===== src/rtl/clkdiv_pkg.sv =====
`default_nettype none
// ============================================================================
// Module      : clkdiv_pkg
// Description : Shared types and helpers for the programmable clock divider.
//               Holds the FSM state encoding, the minimum legal divisor and
//               the divisor/high-time clamp function.
// Revision    : 1.0 - initial release
// ============================================================================
package clkdiv_pkg;

  typedef enum logic [1:0] {
    IDLE  = 2'd0,
    RUN   = 2'd1,
    DRAIN = 2'd2
  } state_e;

  localparam int MIN_DIV = 2;

  // Working width of the clamp helper; counter widths up to this are supported.
  localparam int CLAMP_W = 32;

  // Returns {N, H} made legal: N >= MIN_DIV and 1 <= H <= N-1.
  function automatic logic [2*CLAMP_W-1:0] clamp_nh(
    input logic [CLAMP_W-1:0] n_in,
    input logic [CLAMP_W-1:0] h_in
  );
    logic [CLAMP_W-1:0] n;
    logic [CLAMP_W-1:0] h;
    n = (n_in < CLAMP_W'(MIN_DIV)) ? CLAMP_W'(MIN_DIV) : n_in;
    if (h_in == '0) begin
      h = CLAMP_W'(1);
    end else if (h_in >= n) begin
      h = n - CLAMP_W'(1);
    end else begin
      h = h_in;
    end
    return {n, h};
  endfunction

endpackage
`default_nettype wire


===== src/rtl/clkdiv_cfg_reg.sv =====
`default_nettype none
// ============================================================================
// Module      : clkdiv_cfg_reg
// Description : Divisor/high-time configuration store. Clamps requested
//               values, keeps a pending copy until the top level says it may
//               take effect, and pulses div_ack when the active pair changes.
// Revision    : 1.0 - initial release
// Ports       : clk, rst_n        - clock, async active-low reset
//               ld, div_in,       - load strobe and requested N/H
//               high_in
//               bypass            - load goes straight to the active pair
//               apply             - period boundary: commit pending pair
//               act_n, act_h      - currently active N/H
//               div_ack           - one-cycle pulse after active pair changes
// ============================================================================
module clkdiv_cfg_reg
  import clkdiv_pkg::*;
#(
  parameter int CNT_W        = 8,
  parameter int DEFAULT_DIV  = 4,
  parameter int DEFAULT_HIGH = 1
) (
  input  logic             clk,
  input  logic             rst_n,
  input  logic             ld,
  input  logic [CNT_W-1:0] div_in,
  input  logic [CNT_W-1:0] high_in,
  input  logic             bypass,
  input  logic             apply,
  output logic [CNT_W-1:0] act_n,
  output logic [CNT_W-1:0] act_h,
  output logic             div_ack
);

  logic [CNT_W-1:0] w_clamp_n;
  logic [CNT_W-1:0] w_clamp_h;

  logic [CNT_W-1:0] pend_n_q, pend_n_d;
  logic [CNT_W-1:0] pend_h_q, pend_h_d;
  logic             pend_vld_q, pend_vld_d;
  logic [CNT_W-1:0] act_n_q, act_n_d;
  logic [CNT_W-1:0] act_h_q, act_h_d;
  logic             ack_q, ack_d;

  assign w_clamp_n = CNT_W'(clamp_nh(CLAMP_W'(div_in), CLAMP_W'(high_in)) >> CLAMP_W);
  assign w_clamp_h = CNT_W'(clamp_nh(CLAMP_W'(div_in), CLAMP_W'(high_in)));

  always_comb begin
    pend_n_d   = pend_n_q;
    pend_h_d   = pend_h_q;
    pend_vld_d = pend_vld_q;
    act_n_d    = act_n_q;
    act_h_d    = act_h_q;
    ack_d      = 1'b0;
    if (ld && bypass) begin
      act_n_d    = w_clamp_n;
      act_h_d    = w_clamp_h;
      pend_vld_d = 1'b0;
      ack_d      = 1'b1;
    end else begin
      if (apply && pend_vld_q) begin
        act_n_d    = pend_n_q;
        act_h_d    = pend_h_q;
        pend_vld_d = 1'b0;
        ack_d      = 1'b1;
      end
      // A load on the boundary edge itself waits for the following boundary;
      // a load while already pending simply overwrites (latest wins).
      if (ld) begin
        pend_n_d   = w_clamp_n;
        pend_h_d   = w_clamp_h;
        pend_vld_d = 1'b1;
      end
    end
  end

  always_ff @(posedge clk or negedge rst_n) begin
    if (!rst_n) begin
      pend_n_q   <= CNT_W'(DEFAULT_DIV);
      pend_h_q   <= CNT_W'(DEFAULT_HIGH);
      pend_vld_q <= 1'b0;
      act_n_q    <= CNT_W'(DEFAULT_DIV);
      act_h_q    <= CNT_W'(DEFAULT_HIGH);
      ack_q      <= 1'b0;
    end else begin
      pend_n_q   <= pend_n_d;
      pend_h_q   <= pend_h_d;
      pend_vld_q <= pend_vld_d;
      act_n_q    <= act_n_d;
      act_h_q    <= act_h_d;
      ack_q      <= ack_d;
    end
  end

  assign act_n   = act_n_q;
  assign act_h   = act_h_q;
  assign div_ack = ack_q;

endmodule
`default_nettype wire


===== src/rtl/clkdiv_prog.sv =====
`default_nettype none
// ============================================================================
// Module      : clkdiv_prog
// Description : Programmable clock divider. Generates a registered divided
//               clock with runtime divisor N and high-time H, and a one-cycle
//               tick on each div_clk rise for use as a clock enable.
// Revision    : 1.0 - initial release
// Build macro : CLKDIV_SYNC_LOAD_EN
//               defined   - loads in RUN/DRAIN wait for the period boundary
//               undefined - loads apply on the next edge and restart the
//                           count (current period truncated)
// Ports       : clk, rst_n        - clock, async active-low reset
//               en                - run request
//               div_ld            - load strobe for div_in/high_in
//               div_in, high_in   - requested N and H
//               div_ack           - pulse when new N/H take effect
//               div_clk           - divided clock (registered)
//               tick              - pulse coincident with each div_clk rise
//               busy              - state is not IDLE
// ============================================================================
module clkdiv_prog
  import clkdiv_pkg::*;
#(
  parameter int CNT_W        = 8,
  parameter int DEFAULT_DIV  = 4,
  parameter int DEFAULT_HIGH = 1
) (
  input  logic             clk,
  input  logic             rst_n,
  input  logic             en,
  input  logic             div_ld,
  input  logic [CNT_W-1:0] div_in,
  input  logic [CNT_W-1:0] high_in,
  output logic             div_ack,
  output logic             div_clk,
  output logic             tick,
  output logic             busy
);

  state_e           state_q, state_d;
  logic [CNT_W-1:0] cnt_q, cnt_d;
  logic             div_clk_q, div_clk_d;
  logic             tick_q, tick_d;

  logic [CNT_W-1:0] w_act_n;
  logic [CNT_W-1:0] w_act_h;
  logic [CNT_W-1:0] w_last;
  logic [CNT_W-1:0] w_rise;
  logic             w_wrap;
  logic             w_bypass;
  logic             w_restart;
  logic             w_apply;
  logic             w_run_next;

  assign w_last  = w_act_n - CNT_W'(1);
  assign w_rise  = w_act_n - w_act_h;
  assign w_wrap  = (cnt_q == w_last);
  assign w_apply = (state_q != IDLE) && w_wrap;

`ifdef CLKDIV_SYNC_LOAD_EN
  // Only an idle divider takes a load immediately; the counter is already 0.
  assign w_bypass = (state_q == IDLE);
`else
  // Every load takes effect at once and restarts the period.
  assign w_bypass = 1'b1;
`endif
  assign w_restart = div_ld && w_bypass;

  clkdiv_cfg_reg #(
    .CNT_W        (CNT_W),
    .DEFAULT_DIV  (DEFAULT_DIV),
    .DEFAULT_HIGH (DEFAULT_HIGH)
  ) u_cfg (
    .clk     (clk),
    .rst_n   (rst_n),
    .ld      (div_ld),
    .div_in  (div_in),
    .high_in (high_in),
    .bypass  (w_bypass),
    .apply   (w_apply),
    .act_n   (w_act_n),
    .act_h   (w_act_h),
    .div_ack (div_ack)
  );

  always_comb begin
    state_d = state_q;
    case (state_q)
      IDLE:    if (en) state_d = RUN;
      RUN:     if (!en) state_d = DRAIN;
      // Re-enable during DRAIN keeps the running count, so no glitch.
      DRAIN: begin
        if (en) begin
          state_d = RUN;
        end else if (w_wrap) begin
          state_d = IDLE;
        end
      end
      default: state_d = IDLE;
    endcase
  end

  always_comb begin
    cnt_d = '0;
    if ((state_q != IDLE) && !w_restart && !w_wrap) begin
      cnt_d = cnt_q + CNT_W'(1);
    end
    // Outputs are qualified by the next state so the DRAIN->IDLE edge
    // forces div_clk low even though the final count is in the high phase.
    w_run_next = (state_d != IDLE);
    div_clk_d  = w_run_next && (cnt_q >= w_rise);
    tick_d     = w_run_next && (cnt_q == w_rise);
  end

  always_ff @(posedge clk or negedge rst_n) begin
    if (!rst_n) begin
      state_q   <= IDLE;
      cnt_q     <= '0;
      div_clk_q <= 1'b0;
      tick_q    <= 1'b0;
    end else begin
      state_q   <= state_d;
      cnt_q     <= cnt_d;
      div_clk_q <= div_clk_d;
      tick_q    <= tick_d;
    end
  end

  assign div_clk = div_clk_q;
  assign tick    = tick_q;
  assign busy    = (state_q != IDLE);

endmodule
`default_nettype wire


===== config.mk =====
export PLATFORM = sky130hd
export DESIGN_NAME = clkdiv_prog
export DESIGN_NICKNAME = d
export VERILOG_FILES = /design/src/rtl/clkdiv_pkg.sv /design/src/rtl/clkdiv_cfg_reg.sv /design/src/rtl/clkdiv_prog.sv
export SDC_FILE = /design/constraint.sdc
export NUM_CORES = 1
export LEC_CHECK = 0
export ABC_AREA = 1
export CAP_MARGIN = 30
export CORE_ASPECT_RATIO = 0.8
export CORE_MARGIN = 3
export CORE_UTILIZATION = 59
export DETAILED_ROUTE_END_ITERATION = 12
export GPL_ROUTABILITY_DRIVEN = 0
export GPL_TIMING_DRIVEN = 0
export PLACE_DENSITY_LB_ADDON = 0.3
export SYNTH_ARGS = -nofsm -noshare
export SYNTH_HDL_FRONTEND = slang
export SYNTH_HIERARCHICAL = 1
export SYNTH_SLANG_ARGS = --single-unit
export TNS_END_PERCENT = 20

===== constraint.sdc =====
create_clock -name clk -period 3 [get_ports clk]
set_input_delay 0.75 -clock clk [delete_from_list [all_inputs] [get_ports clk]]
set_output_delay 0.75 -clock clk [all_outputs]
set_load 0.1 [all_outputs]

### Word level (Yosys, flattened, before mapping)

Cells that the tools add are included.

* bits of input ports: 20
* logic and storage cells: 49
* register bits after elaboration: 30

* reductions and logical operators: 13
* $add $sub $neg: 4
* mux-type cells: 17
* eq/ne operators: 4
* order comparisons: 3

Operators by type and width (count)
* $mux 8: 8
* $eq 8x8->1: 2
* $ge 8x8->1: 2
* $sub 8x1->8 const B: 2
* $add 8x1->8 const B: 1
* $logic_not 8->1: 1
* $lt 8x2->1 const B: 1
* $mux 2: 4
* $sub 8x8->8: 1
* $logic_and 1x1->1: 6
* $pmux 2 s3: 1
* $reduce_bool 2->1: 3
* $mux 1: 4
* $eq 2x1->1 const B: 1
* $eq 2x2->1 const B: 1
* $logic_not 1->1: 2
* $logic_not 2->1: 1

### Logic depth before layout (Yosys ltp)

* depth after elaboration: 7
* depth in mapped cells: 18
* mapped depth without buffers: 18

### Cells and area by module

The synthesis kept the hierarchy.

Modules (own cells, without submodules)
* clkdiv_cfg_reg: times used 1, seq. area each 855.8 µm², cells an instance 249, area an instance 1956.9 µm²
* clkdiv_prog: times used 1, seq. area each 300.3 µm², cells an instance 195, area an instance 1321.3 µm²

### Worst setup path after synthesis

Ideal clock, no wire load.

* kind: in2reg
* start: input port div_in[3]
* end: register u_cfg.act_h_q[3], in the netlist u_cfg/act_h[3]
* stages: 16
* path buffers: 0
* data required time: 2881 ps
* setup slack: 534 ps
* setup time: 119 ps
* arrival: 2347 ps
* path through: nor2_4 -> nand3_4 -> or2_4 -> nand2_1 -> inv_1 -> ha_1 -> nand2_1 -> nand2_1 -> nand2_1 -> nand2_1 -> nand2_2 -> nand3_4 -> o21ai_1 -> inv_1 -> nand3_1 -> nand2_1

* cells in the longest elaborated chain, start to end: 6

RTL lines
* start: declaration: line clkdiv_prog.sv:32 `input logic [CNT_W-1:0] div_in,`
* $lt 8x2->1: line clkdiv_pkg.sv:29 `n = (n_in < CLAMP_W'(MIN_DIV)) ? CLAMP_W'(MIN_DIV) : n_in;`
* $mux 8 *: line clkdiv_pkg.sv:29
* $sub 8x1->8 or $ge 8x8->1 (tied branches)
* $mux 8 *: line clkdiv_pkg.sv:32 `end else if (h_in >= n) begin`
* $mux 8 *: line clkdiv_pkg.sv:30 `if (h_in == '0) begin`
* $mux 8 *: line clkdiv_cfg_reg.sv:55 `if (ld && bypass) begin`
* end signal: assignment: line clkdiv_cfg_reg.sv:83 `act_h_q <= CNT_W'(DEFAULT_HIGH);`
* end signal: assignment: line clkdiv_cfg_reg.sv:90 `act_h_q <= act_h_d;`
* end: declaration: line clkdiv_cfg_reg.sv:42 `logic [CNT_W-1:0] act_h_q, act_h_d;`

Every way passes the cells marked *; elsewhere a longest branch is shown, timed or not.
A chain may end at the register's enable or synchronous reset.

### Worst setup path after layout

* start: input port div_in[3]
* end: register u_cfg.act_h_q[5], in the netlist u_cfg/act_h[5]

Same word-level chain as after synthesis.

==> run metrics <==
final period utilization=0.9267; Final HPWL DP=~6 mm; Total Wirelength=7.593 mm; largest cells by area after synthesis=dfrtp_1 (32%), nand2_1 (12%), ha_1 (9.9%); Max-Cap Viols=0; Comb pwr share=0.358; RSZ-0062 raised after global routing=no; Sw Pwr=0.6833 mW; arrival time worst endpoint=2.98 ns; iteration-0 DRC count of the detailed router=244; port buffer count=23; Clk pwr share=0.219; Rows=23; crit-path leading delay family=simple AND/OR/NAND/NOR gates; Worst setup EP type=flop; Net count, final=523; layout overhead on the synthesized area=13.89%; via/cell ratio=5.529; Crit Path Max Fanout=9; # hold bufs at CTS=0; total track usage=0.2589; synthesized cell area=3278 µm²; Rel. slew slack=0.3479; Syn. warnings=6; largest net degree at the start of global routing=40; status=completed; Buf/Inv on CP=2; final non-filler cell total=539; Core Util, Final=0.7208; post-synth cell types=35; final hold vios=0; global-route wire length before repair=between 10 and 15 mm; Die Ht=72.67 µm; CP peak stage delay=0.33 ns; R2R Setup Slk=between 0.2 and 0.3 ns; area leader, netlist=dfrtp_1; vias in the first global route=2919; global route total overflow=0; slowest CP cell=dlygate4sd2_1; required time worst endpoint=3.20 ns; Seq/Total Area, Yosys=0.3527; Routed Antenna Nets=0; initial antenna violation count=0; Max clock buf depth=2; Synth Instances=444; clock-pin slew on the worst setup and hold paths=about 0.090 ns; Internal=about 1.1 mW; die width=89.34 µm; crit-path cells=dlygate4sd2_1, nor2_4, nand3_4, or2_4, nand2_1, inv_1, ha_1, nand2_1, nor2_1, nand2_2, nand3_4, nand2_1, nand3_1, nand2_1, nand2_1, nand2_1; Worst-Skew Late Latency=0.30 ns; TritonCTS clock tree=yes; root buffer cell=clkbuf_8; Power Total=1.805 mW; FMAX=359.7 MHz; CTS buffer count=5; Setup Fix Bufs, Post-CTS=0; H-tree levels=2; ANT cells=0; max-slew violations=0; peak supply drop=between 0.3 and 0.4 mV; Reg2Reg Depth=16; register bit count reported by yosys=46; Post-Place Cells=531; Worst Hold Class=primary input to async pin; most frequent CP cell=nand2_1; Setup TNS Final=0 ns; share of layout cells above drive strength 1=0.1069; die footprint=6492 µm²; pwr dens=483.4 nW/µm²; Switching Fraction=0.3786; P_leak=1.992 nW; routed via count=2980; Sink Count=46; worst setup path startpoint=div_in[3]; Initial Util=0.6329; minimum clock period=2.780 ns; worst slew pin tran=0.9750 ns; reg2reg start=u_cfg/act_n[0]; I/O Pins=24; CP Launch Type=primary input; WL/cell=14.09 µm; post-synth top area share=0.3206; Critical R2R Capture=div_clk; Pre-antenna DRT Iters=5; Setup Skew=0.008848 ns; critical path class=primary input to flop; register share of total power=0.423; DRC=0; core footprint=slightly above 5000 µm²; Mean Syn Cell Area=7.383 µm²; Setup violations, final=0
==> registers in the layout, summed over array words and instances, names as in the netlist <==
signal            cells
u_cfg/act_h           8
div_clk               1
cnt_q                 8
u_cfg/pend_vld_q      1
u_cfg/div_ack         1
tick                  1
state_q               2
u_cfg/pend_n_q        8
u_cfg/act_n           8
u_cfg/pend_h_q        8
==> power groups by stage <==
stage,Sequential [mW],Combinational [mW],Clock [mW]
3_3_place_gp,0.771,0.600,0
5_1_grt,0.775,0.749,0.429
4_1_cts,0.761,0.634,0.401
3_5_place_dp,0.773,0.626,0
2_1_floorplan,0.767,0.462,0
6_report,0.764,0.646,0.395
==> Yosys cell counts (all sizes together) <==
cell type and count:
buf 1, o211ai 2, nand2b 1, inv 70, fa 1, and3 1
o21ai 27, dfstp 4, a21oi 34, xor2 12, ha 26, nor2 44
xnor2 4, clkinv 1, dfrtp 42, conb 1, nand3 29, a21o 1
nand4 13, nor4 2, nor3b 1, or2 1, clkbuf 4, nand2 115
nor3 7
==> metrics by stage <==
step                worst slack (ns)  hold WS (ns)  instance area (µm²)
floorplan                     0.5343        0.4479                 3282
global placement             -0.3285        0.4679                 3590
detailed placement           -0.3465        0.4732                 3605
CTS                          0.05834        0.2795                 3695
global route                 0.02183        0.2764                 3734
finish                        0.2200        0.2774                 3734
==> routing by layer <==
metal | vias to the layer above | track usage | wire length, µm
met2 | 99 | 0.3941 | 3288
met3 | 7 | 0.04853 | 517
met1 | 1382 | 0.3911 | 3753
met4 | 0 | 0.04298 | 34
met5 | - | 0 | 0
li1 | 1492 | - | -
==> kinds of logic (layout without fill, tap and decap cells) <==
family	after synthesis	count (layout)	synth area share
other	1	2	0.001144
adders and majority gates	27	27	0.1053
xor gates and xnor gates	16	16	0.04275
DFF	46	46	0.3527
AOI/OAI and AO/OA	64	64	0.1011
buffers and inverters	76	108	0.08740
and+or+nand+nor	214	214	0.3095
==> repair_timing <==
item	CTS	global route
endpoints found under the setup margin	2	17
pin swaps	0	1
resized for setup	1	16
==> how the worst max path moves through the flow <==
stage               depth (start not counted)             end  slack [ns]
CTS                                        16  u_cfg/act_h[5]        0.06
global placement                           17  u_cfg/act_h[3]       -0.33
detailed placement                         17  u_cfg/act_h[3]       -0.35
global route                               16         div_clk        0.02
floorplan                                  16  u_cfg/act_h[3]        0.53
finish                                     16  u_cfg/act_h[5]        0.22
==> layout by cell type (no fill, tap or decap), drive strengths merged, types with 12 or more instances in the layout <==
cell	instances
ha	26
a21oi	34
nand3	29
o21ai	27
inv	72
dfrtp	42
xor2	12
nor2	44
nand2	115
nand4	13
clkdlybuf4s50	16
==> final cells by class <==
class	count	area, µm²
Inverter	71	266.5
Buffer	5	21.27
Tap cell	62	77.57
Clock inverter	3	22.52
Multi-Input combinational cell	323	1863
Sequential cell	46	1157
Clock buffer	5	68.82
Timing Repair Buffer	24	256.5
Fill cell	398	1446
Note: power is estimated with default switching activity, not from simulation.
